**config.mk**
```make
export PLATFORM = sky130hd
export DESIGN_NAME = get_reg
export DESIGN_NICKNAME = d
export VERILOG_FILES = /design/src/rtl/get_reg_pkg.sv /design/src/rtl/get_reg_rom.sv /design/src/rtl/get_reg.sv
export SDC_FILE = /design/constraint.sdc
export NUM_CORES = 1
export LEC_CHECK = 0
export CAP_MARGIN = 30
export CORE_MARGIN = 1.5
export CORE_UTILIZATION = 50
export CTS_CLUSTER_SIZE = 16
export DETAILED_ROUTE_END_ITERATION = 8
export PLACE_DENSITY = 0.85
export SLEW_MARGIN = 5
export SYNTH_ARGS = -nofsm -noshare
export SYNTH_HDL_FRONTEND = slang
export SYNTH_SLANG_ARGS = --single-unit
```
**constraint.sdc**
```tcl
create_clock -name clk -period 2.2 [get_ports clk]
set_input_delay 0.22 -clock clk [delete_from_list [all_inputs] [get_ports clk]]
set_output_delay 0.22 -clock clk [all_outputs]
set_load 0.02 [all_outputs]
```
**src/rtl/get_reg_pkg.sv**
```systemverilog
// Shared types, ABI register-name tables and the "x<n>" name builder for the
// integer-register name lookup used by the disassembler/trace path.
package get_reg_pkg;

    localparam int NAME_W_MIN = 32;

    typedef logic [31:0] reg_name_t;

    // ASCII names right-justified: last char in [7:0], unused leading bytes zero.
    localparam reg_name_t ABI_NAMES [32] = '{
        32'h7A65726F, 32'h00007261, 32'h00007370, 32'h00006770,
        32'h00007470, 32'h00007430, 32'h00007431, 32'h00007432,
        32'h00007330, 32'h00007331, 32'h00006130, 32'h00006131,
        32'h00006132, 32'h00006133, 32'h00006134, 32'h00006135,
        32'h00006136, 32'h00006137, 32'h00007332, 32'h00007333,
        32'h00007334, 32'h00007335, 32'h00007336, 32'h00007337,
        32'h00007338, 32'h00007339, 32'h00733130, 32'h00733131,
        32'h00007433, 32'h00007434, 32'h00007435, 32'h00007436
    };

    localparam logic [2:0] ABI_LENS [32] = '{
        3'd4, 3'd2, 3'd2, 3'd2, 3'd2, 3'd2, 3'd2, 3'd2,
        3'd2, 3'd2, 3'd2, 3'd2, 3'd2, 3'd2, 3'd2, 3'd2,
        3'd2, 3'd2, 3'd2, 3'd2, 3'd2, 3'd2, 3'd2, 3'd2,
        3'd2, 3'd2, 3'd3, 3'd3, 3'd2, 3'd2, 3'd2, 3'd2
    };

    function automatic reg_name_t decimal_name(input logic [4:0] idx);
        logic [4:0] tens_v;
        logic [4:0] ones_v;
        tens_v = idx / 5'd10;
        ones_v = idx % 5'd10;
        if (idx < 5'd10) begin
            return {16'h0000, 8'h78, 8'h30 + {3'b000, ones_v}};
        end else begin
            return {8'h00, 8'h78, 8'h30 + {3'b000, tens_v}, 8'h30 + {3'b000, ones_v}};
        end
    endfunction

    function automatic logic [2:0] decimal_len(input logic [4:0] idx);
        return (idx < 5'd10) ? 3'd2 : 3'd3;
    endfunction

endpackage

```
**src/rtl/get_reg_rom.sv**
```systemverilog
// Combinational register-index to printable-name lookup, ABI or numeric form.
module get_reg_rom
    import get_reg_pkg::*;
(
    input  logic [4:0]  regnum,
    input  logic        abi_mode,
    output reg_name_t   name,
    output logic [2:0]  len
);

    // Select ABI table entry or build the decimal "x<n>" name.
    always_comb begin
        name = 32'h0000_0000;
        len  = 3'd0;
        if (abi_mode) begin
            name = ABI_NAMES[regnum];
            len  = ABI_LENS[regnum];
        end else begin
            name = decimal_name(regnum);
            len  = decimal_len(regnum);
        end
    end

endmodule

```
**src/rtl/get_reg.sv**
```systemverilog
// Registered RV integer-register name lookup: one-cycle latency, one request
// per cycle, outputs hold their last name while no request is presented.
module get_reg
    import get_reg_pkg::*;
#(
    parameter int NAME_W = 33
) (
    input  logic              clk,
    input  logic              reset,
    input  logic              valid_i,
    input  logic [4:0]        regnum_i,
    input  logic              abi_mode_i,
    output logic              valid_o,
    output logic [NAME_W-1:0] name_o,
    output logic [2:0]        len_o
);

    reg_name_t         rom_name_s;
    logic [2:0]        rom_len_s;
    logic              valid_r;
    logic [NAME_W-1:0] name_r;
    logic [2:0]        len_r;

    get_reg_rom u_rom (
        .regnum   (regnum_i),
        .abi_mode (abi_mode_i),
        .name     (rom_name_s),
        .len      (rom_len_s)
    );

    // Output pipeline stage; reset drops any request presented with it.
    always_ff @(posedge clk) begin
        if (reset) begin
            valid_r <= 1'b0;
            name_r  <= '0;
            len_r   <= 3'd0;
        end else begin
            valid_r <= valid_i;
            if (valid_i) begin
                name_r <= NAME_W'(rom_name_s);
                len_r  <= rom_len_s;
            end else begin
                name_r <= name_r;
                len_r  <= len_r;
            end
        end
    end

    assign valid_o = valid_r;
    assign name_o  = name_r;
    assign len_o   = len_r;

endmodule

```
==> flow_summary.yaml, run 1 <==
status:
  outcome: "finished, final reports clean"
grt:
  grt_pass1_wl_mm: 6.02
  grt_usage_pct: 23.6
  antenna_found_initial: 0
  grt_max_degree: 22
  grt_pass1_vias: 1258
  grt-ovfl-total: 0
timing:
  fin_hold_ws_ns: 0.479
  period_share_pct: 78.4
  drv_slew: 0
  skew_ns: 0
  tns_ns: 0
  rsz0062_at_grt: "false"
  post-route-min-period_ns: 1.73
  max_freq_mhz: 580
  hold_viol_final: 0
  setup_violations: 0
floorplan:
  die_w_um: 56.9
  design.die.area_um2: 3230
  io_pins: 46
  start_util_pct: 52.6
  core_um2: 2760
  die_y_um: 56.9
  rows: 19
drt:
  firstDrtPassIters: 4
  routed_wl_mm: 3.62
  post_drt_via_cell_ratio: 5.68
  dr_total_vias: 1385
  drt_iter0_markers: 63
  drcViolationCount: 0
  wl_per_cell_um: 14.8
  ant_nets: 0
clock_tree:
  hold_buffers: 0
  clkTransAtPathRegs_ns: 0.13
  tritoncts: "yes"
  postCtsSetupBuffers: 0
  cts_root_buf: "clkbuf_4"
  clk_latency_ns: 0.31
  cts.sinks: 22
  ctsResizeCount: 0
  htree_levels: 1
  clockBufferDepth: 2
  cts_buffers: 3
worst_setup_path:
  rr_worst_depth: 4
  worstPathCellList: "clkdlybuf4s50_1, inv_1, ha_1, a2111oi_1, a21oi_1, o211ai_1, a21oi_1"
  crit_path_top_delay_cell: "clkdlybuf4s50_1"
  critPathKind: "in -> reg"
  critical_path_required_ns: 2.41
  cp-end-kind: "flip-flop"
  worstPathArrival_ns: 1.94
  critPathMostFrequentCell: "a21oi_1"
  path_max_fanout: 5
  critPathLaunchType: "input pin"
  max_stage_delay_ns: 0.54
power_and_ir_drop:
  power.leakage_nw: 0.696
  p_per_area_nw_per_um2: 559
  ir_worst_vdd_uv: 515
synth:
  synth_area_leaders: "dfxtp_1, buf_4, nor2_1"
  yosysSeqAreaShare_pct: 30.4
  yosysWarnings: 0
  synth_top_area_cell: "dfxtp_1"
  yosysTopAreaCellShare_pct: 30.4
  syn_inst: 184
  ys_ff_latch: 22
  syn-cell-area_um2: 1450
  syn-mean-instance-area_um2: 7.88
  ys_types: 46
placed_design:
  globalplace.congestion: 0.833
  numPortBuffers: 38
  dpl.hpwl_mm: 2.67
  dpl-instance-area_um2: 1770
final_layout:
  fillers: 255
  nNetsFinal: 228
  area_growth_pct: 26.0
  layout-drive-gt1-share_pct: 12.7
  diodes: 0
  design_area_um2: 1830
run:
  cap_violations: 0
min_path:
  hold_depth: 2
  holdCritPathClass: "reg -> reg"
critical path: cells and delay by family:
family | cells | cell delay, ns
compound gates | 4 | 0.77
buf+inv | 2 | 0.66
fa+ha+maj | 1 | 0.28
cell families (layout without fill, tap and decap cells):
| family | count (synthesis) | in the layout | synth area share [%] |
|---|---|---|---|
| compound gates | 57 | 57 | 28.0 |
| fa+ha+maj | 5 | 5 | 4.31 |
| buf+inv | 35 | 58 | 14.8 |
| flops | 22 | 22 | 30.4 |
| other cells | 1 | 7 | 0.259 |
| simple gates | 64 | 64 | 22.2 |
sequential cells by signal (all words and copies together), names as in the netlist:
register  flops
name_o       20
valid_o       1
len_o         1
worst paths after layout:
kind	end	startpoint	slack, ns
setup / recovery	name_o[0]	regnum_i[0]	0.47
hold / removal	name_o[19]	name_o[19]	0.48
setup reg to reg	name_o[8]	name_o[8]	1.34
hold reg to reg	name_o[19]	name_o[19]	0.48
stage by stage:
| stage | power (mW) | setup slack (ns) | util (%) | cells |
|---|---|---|---|---|
| 2_1_floorplan | 0.626 | 0.884 | - | 190 |
| 5_1_grt | 1.07 | 0.408 | 66.2 | 244 |
| 4_1_cts | 1.03 | 0.494 | 66.2 | 244 |
| 3_5_place_dp | 0.715 | 0.134 | 64.3 | 240 |
| 6_report | 1.02 | 0.475 | 66.2 | 244 |
| 3_3_place_gp | 0.710 | 0.231 | 64.3 | 240 |
synth_stat cells (all sizes together):
master / instances
a22oi: 2
or3b: 1
o221ai: 1
nor3: 2
nand2: 14
nor4b: 1
a2111oi: 2
a222oi: 1
nor2b: 6
a311oi: 4
buf: 27
inv: 6
a21oi: 18
o41ai: 1
a221oi: 1
o21a: 2
a41oi: 1
and2b: 1
and2: 1
ha: 5
clkbuf: 2
a21o: 1
a31oi: 3
conb: 1
o221a: 1
a32oi: 2
o211ai: 1
dfxtp: 22
or2: 1
nand3: 3
nor4: 2
a211oi: 3
a22o: 3
nor2: 28
nand2b: 3
nor3b: 1
o21ai: 10
where the power goes:
part	leakage [nW]	internal, mW	total, mW	switching [mW]
clock	0.0279	0.184	0.313	0.129
combinational	0.487	0.116	0.275	0.159
sequential	0.181	0.421	0.432	0.0112
total	0.696	0.722	1.02	0.299
layer usage:
| layer | vias up | wire (µm) | global-route usage (%) |
|---|---|---|---|
| li1 | 684 | - | - |
| met1 | 646 | 1620 | 31.6 |
| met2 | 51 | 1780 | 39.9 |
| met3 | 4 | 196 | 3.69 |
| met4 | 0 | 25 | 4.98 |
| met5 | - | 0 | 0 |
cell type report:
class                      count  area, µm²  share of cell area, %
clock buffer                   3       22.5                   1.23
clock inverter                 1       30.0                   1.64
inverter                       6       22.5                   1.23
multi-input combinational    133        817                   44.7
sequential                    22        440                   24.1
tap                           31       38.8                   2.12
timing repair buffer          48        455                   24.9
cells in the final DEF, fill, tap and decap left out, types with 2 or more instances in the layout:
master / synthesis / final
a31oi_1: 3 / 3
o21ai_1: 5 / 5
nor2_1: 26 / 26
nand2b_1: 3 / 3
o21ai_0: 5 / 5
a22o_1: 3 / 3
nor2_2: 2 / 2
conb_1: 1 / 7
a22oi_1: 2 / 2
nor2b_1: 6 / 6
a211oi_1: 3 / 3
buf_4: 21 / 10
inv_1: 3 / 3
clkbuf_4: 0 / 3
a21oi_1: 18 / 18
clkdlybuf4s50_1: 0 / 38
a32oi_1: 2 / 2
nand3_1: 3 / 3
nand2_1: 14 / 14
o21a_1: 2 / 2
dfxtp_1: 22 / 22
ha_1: 5 / 5
inv_2: 3 / 3
a311oi_1: 3 / 3
No activity file was read; power rests on OpenSTA's default activity.
==> run 2: changes to the inputs <==
- CORE_UTILIZATION: 50 -> 46
- PLACE_DENSITY: 0.85 -> 0.79
- clock period: 2.2 -> 1.8 ns (I/O delays scaled with it)
==> run 2 against run 1 <==
Count of clock-buffer cells in the layout is the same. Sequential share of layout area shrank 1.9 points. Global-route usage fell by 2.2 points. Sequential power is 22% higher. Total power is 9.9% higher. Core utilization fell by 0.66 points. Critical path depth shrank 6. Hold slack worse by 0.0036 ns. Via count increased by 5.6%. Final area is 8.7% higher. Critical endpoint is now name_o[25]. Largest cell class unchanged. Highest routed layer unchanged.
==> flow_summary.yaml, run 2 (synthesized netlist as in run 1, its figures left out) <==
grt:
  grt_usage_pct: 21.3
  grt-ovfl-total: 0
  grt_max_degree: 19
  grt_pass1_wl_mm: 5.78
  grt_pass1_vias: 1249
  antenna_found_initial: 0
worst_setup_path:
  cp-end-kind: "output pin"
  r2r-end: "name_o[8]"
  timing.rr.start: "name_o[8]"
  reg2reg_slack_ns: 0.94
  worstPathCellList: "clkdlybuf4s50_1"
  critical_path_required_ns: 1.62
  max_stage_delay_ns: 0.67
  crit_path_top_delay_cell: "clkdlybuf4s50_1"
  critPathLaunchType: "flip-flop"
  cp-endpoint: "name_o[25]"
  critPathKind: "reg -> out"
  worstPathArrival_ns: 1.43
  rr_worst_depth: 4
  path_max_fanout: 8
  path_buf_inv: 1
  path_delay_family: "buffers and inverters"
  cp.depth: 1
  crit_start: "name_o[29]"
placed_design:
  dp_slack_ns: -0.0928
  numPortBuffers: 38
  dpl.hpwl_mm: 2.72
  globalplace.congestion: 0.908
power_and_ir_drop:
  total_power_mw: 1.12
  ir_worst_vdd_uv: 317
  p_per_area_nw_per_um2: 565
  power.leakage_nw: 0.796
floorplan:
  io_pins: 46
  design.die.area_um2: 3500
  die_y_um: 59.1
  rows: 20
  die_w_um: 59.1
  start_util_pct: 47.9
  core_um2: 3030
timing:
  hold_viol_final: 0
  rsz0062_at_grt: "false"
  finalWorstSetupSlack_ns: 0.190
  skew_ns: 0
  drv_slew: 0
  post-route-min-period_ns: 1.61
  setup_violations: 0
  fin_hold_ws_ns: 0.476
  period_share_pct: 89.4
  max_freq_mhz: 621
run:
  cap_violations: 0
drt:
  post_drt_via_cell_ratio: 5.24
  drt_iter0_markers: 79
  routed_wl_mm: 3.49
  drcViolationCount: 0
  firstDrtPassIters: 7
  dr_total_vias: 1463
  ant_nets: 0
  wl_per_cell_um: 12.5
clock_tree:
  cts_root_buf: "clkbuf_4"
  hold_buffers: 0
  htree_levels: 1
  ctsResizeCount: 0
  cts_buffers: 3
  postCtsSetupBuffers: 0
  clockBufferDepth: 2
  clkTransAtPathRegs_ns: 0.11
  cts.sinks: 22
  clk_latency_ns: 0.30
  tritoncts: "yes"
final_layout:
  nNetsFinal: 251
  largest_reg_flops: 20
  diodes: 0
  final_common_cell: "clkdlybuf4s50_1"
  final_util_pct: 65.6
  layout-drive-gt1-share_pct: 20.9
  layout_common_cells: "clkdlybuf4s50_1, buf_4, nor2_1"
  area_growth_pct: 36.9
min_path:
  holdCritPathClass: "reg -> reg"
status:
  outcome: "finished, final reports clean"
-- run 2: cell types whose count changed in the layout (fill, tap and decap cells not counted) --
cell       previous run  this run
bufinv_16             1         0
buf_4                10        33
-- run 2: worst min-delay path, delay by kind of cell, from the launching register on --
kind | cells | cell delay (ns)
simple gates | 1 | 0.06
flops | 1 | 0.33
compound gates | 1 | 0.06
-- run 2: area by class of cell --
cell class              count  area, µm²
multi-input cells         133        817
repair buffers             71        628
flip-flops and latches     22        440
clock buffers               3       22.5
well taps                  44       55.1
inverters                   6       22.5
fillers                   288       1040
-- run 2: worst min path at each step --
stage | start | end | depth (start not counted)
after floorplan | reset | name_o[1] | 1
after global placement | name_o[13] | name_o[13] | 2
after detailed placement | name_o[13] | name_o[13] | 2
final | name_o[19] | name_o[19] | 2
after CTS | name_o[16] | name_o[16] | 2
after global routing | name_o[19] | name_o[19] | 2
-- run 2: power by group --
part,internal [mW],switching [mW]
Clock,0.0780,0.146
Combinational,0.172,0.197
Sequential,0.514,0.0139
-- run 2: layer usage --
metal,GRT usage [%],part of all wire (%)
met1,29.9,46
met5,0,0
met4,4.87,1.2
met3,2.62,4.4
met2,35.1,48
-- run 2: metrics by stage --
step,instance area [µm²],std cells,TNS (ns)
after floorplan,1470,190,0
after global placement,1960,276,-0.131
after detailed placement,1960,276,-0.441
after CTS,1990,279,0
after global routing,1990,279,0
final,1990,279,0
==> run 3: changes to the inputs <==
==> constraint.sdc (replaced) <==
create_clock -name clk -period 1.8 [get_ports clk]
set_input_delay 0.45 -clock clk [delete_from_list [all_inputs] [get_ports clk]]
set_output_delay 0.45 -clock clk [all_outputs]
set_load 0.02 [all_outputs]
==> run 3 against run 2 <==
First-iteration DRC count up 10%. Cell count up 4.7%. Total power increased by 19%. Wire length grew 19%. Register-to-register slack is essentially flat. Flip-flop and latch count unchanged. Via count grew 7.4%. Clock skew stayed put. Worst setup slack got worse by 0.14 ns. Sequential power about the same. Largest cell class unchanged. Largest power group unchanged.
==> flow_summary.yaml, run 3 (synthesized netlist as in run 1, its figures left out) <==
floorplan:
  design.die.area_um2: 3500
  rows: 20
  die_y_um: 59.1
  start_util_pct: 47.9
  io_pins: 46
  core_um2: 3030
  die_w_um: 59.1
grt:
  antenna_found_initial: 0
  grt_max_degree: 19
  grt_pass1_vias: 1354
  grt-ovfl-total: 0
  grt_pass1_wl_mm: 6.33
  grt_usage_pct: 24.1
drt:
  drcViolationCount: 0
  drt_iter0_markers: 87
  ant_nets: 0
  post_drt_via_cell_ratio: 5.38
  firstDrtPassIters: 4
  routed_wl_mm: 4.15
  dr_total_vias: 1571
  wl_per_cell_um: 14.2
status:
  outcome: "finished, final reports clean"
worst_setup_path:
  worstPathArrival_ns: 1.30
  worstPathCellList: "clkdlybuf4s50_1"
  critPathLaunchType: "flip-flop"
  path_max_fanout: 2
  critPathKind: "reg -> out"
  path_delay_family: "buffers and inverters"
  crit_path_top_delay_cell: "clkdlybuf4s50_1"
  critical_path_required_ns: 1.35
  cp-end-kind: "output pin"
  timing.rr.start: "name_o[8]"
  max_stage_delay_ns: 0.61
  path_buf_inv: 1
  crit_start: "name_o[1]"
run:
  cap_violations: 0
final_layout:
  layout-drive-gt1-share_pct: 26.6
  final_common_cell: "buf_4"
  layout_common_cells: "buf_4, clkdlybuf4s50_1, nor2_1"
  design_area_um2: 2180
  nNetsFinal: 263
  largest_reg_flops: 20
  diodes: 0
  area_growth_pct: 50.6
  fillers: 263
clock_tree:
  htree_levels: 1
  cts.sinks: 22
  hold_buffers: 0
  cts_root_buf: "clkbuf_4"
  clk_latency_ns: 0.31
  clkTransAtPathRegs_ns: 0.13
  cts_buffers: 3
  clockBufferDepth: 2
  tritoncts: "yes"
timing:
  max_freq_mhz: 572
  finalWorstSetupSlack_ns: 0.0506
  setup_violations: 0
  drv_slew: 0
  hold_viol_final: 0
  fin_hold_ws_ns: 0.479
  period_share_pct: 97.2
  skew_ns: 0
  post-route-min-period_ns: 1.75
  rsz0062_at_grt: "false"
power_and_ir_drop:
  total_power_mw: 1.33
  ir_worst_vdd_uv: 300
  power.leakage_nw: 0.964
  p_per_area_nw_per_um2: 609
placed_design:
  dp_slack_ns: -0.383
  globalplace.congestion: 0.974
  numPortBuffers: 38
  dpl-instance-area_um2: 2100
  dpl.hpwl_mm: 3.12
min_path:
  min_from: "name_o[19]"
  holdCritPathClass: "reg -> reg"
==> run 3: tightest hold or removal path, delay by kind of cell, from the launching register on <==
| kind | cells | cell delay [ns] |
|---|---|---|
| compound gates | 1 | 0.05 |
| flops | 1 | 0.34 |
| simple gates | 1 | 0.06 |
==> run 3: layout make-up <==
type | count | area [µm²] | area share (%)
inverters | 6 | 22.5 | 1.03
flip-flops and latches | 22 | 440 | 20.2
clock buffers | 3 | 22.5 | 1.03
multi-input cells | 133 | 845 | 38.7
well taps | 44 | 55.1 | 2.52
clock inverters | 1 | 30.0 | 1.37
repair buffers | 83 | 769 | 35.2
==> run 3: path summary, 6_finish.rpt <==
path / depth (start not counted) / end / slack [ns]
worst max-delay path: 1 / name_o[1] / 0.05
worst min-delay path: 2 / name_o[19] / 0.48
worst max register to register: 4 / name_o[8] / 0.95
worst min register to register: 2 / name_o[19] / 0.48
==> run 3: report_power, final <==
part / internal [mW] / switching (mW)
Sequential: 0.514 / 0.0152
Combinational: 0.201 / 0.217
Clock: 0.225 / 0.158
==> run 3: through the flow <==
step | utilization, % | setup TNS [ns] | cells
after floorplan | - | 0 | 190
after global placement | 69.5 | -4.14 | 288
after detailed placement | 69.5 | -4.90 | 288
after CTS | 70.9 | 0 | 292
after global routing | 72.1 | 0 | 292
final | 72.1 | 0 | 292
==> run 3: timing repair <==
action,CTS,global route
pin swaps,0,1
endpoints found under the hold margin,0,0
resized for setup,8,9
buffers inserted,0,0
setup endpoints to repair,12,9
==> run 3: per-layer routing <==
layer / GRT usage (%) / wire length [µm] / vias to the layer above
li1: - / - / 760
met1: 30.5 / 1700 / 730
met2: 42.5 / 2150 / 73
met3: 2.62 / 218 / 8
met4: 7.79 / 80 / 0
met5: 0 / 0 / -
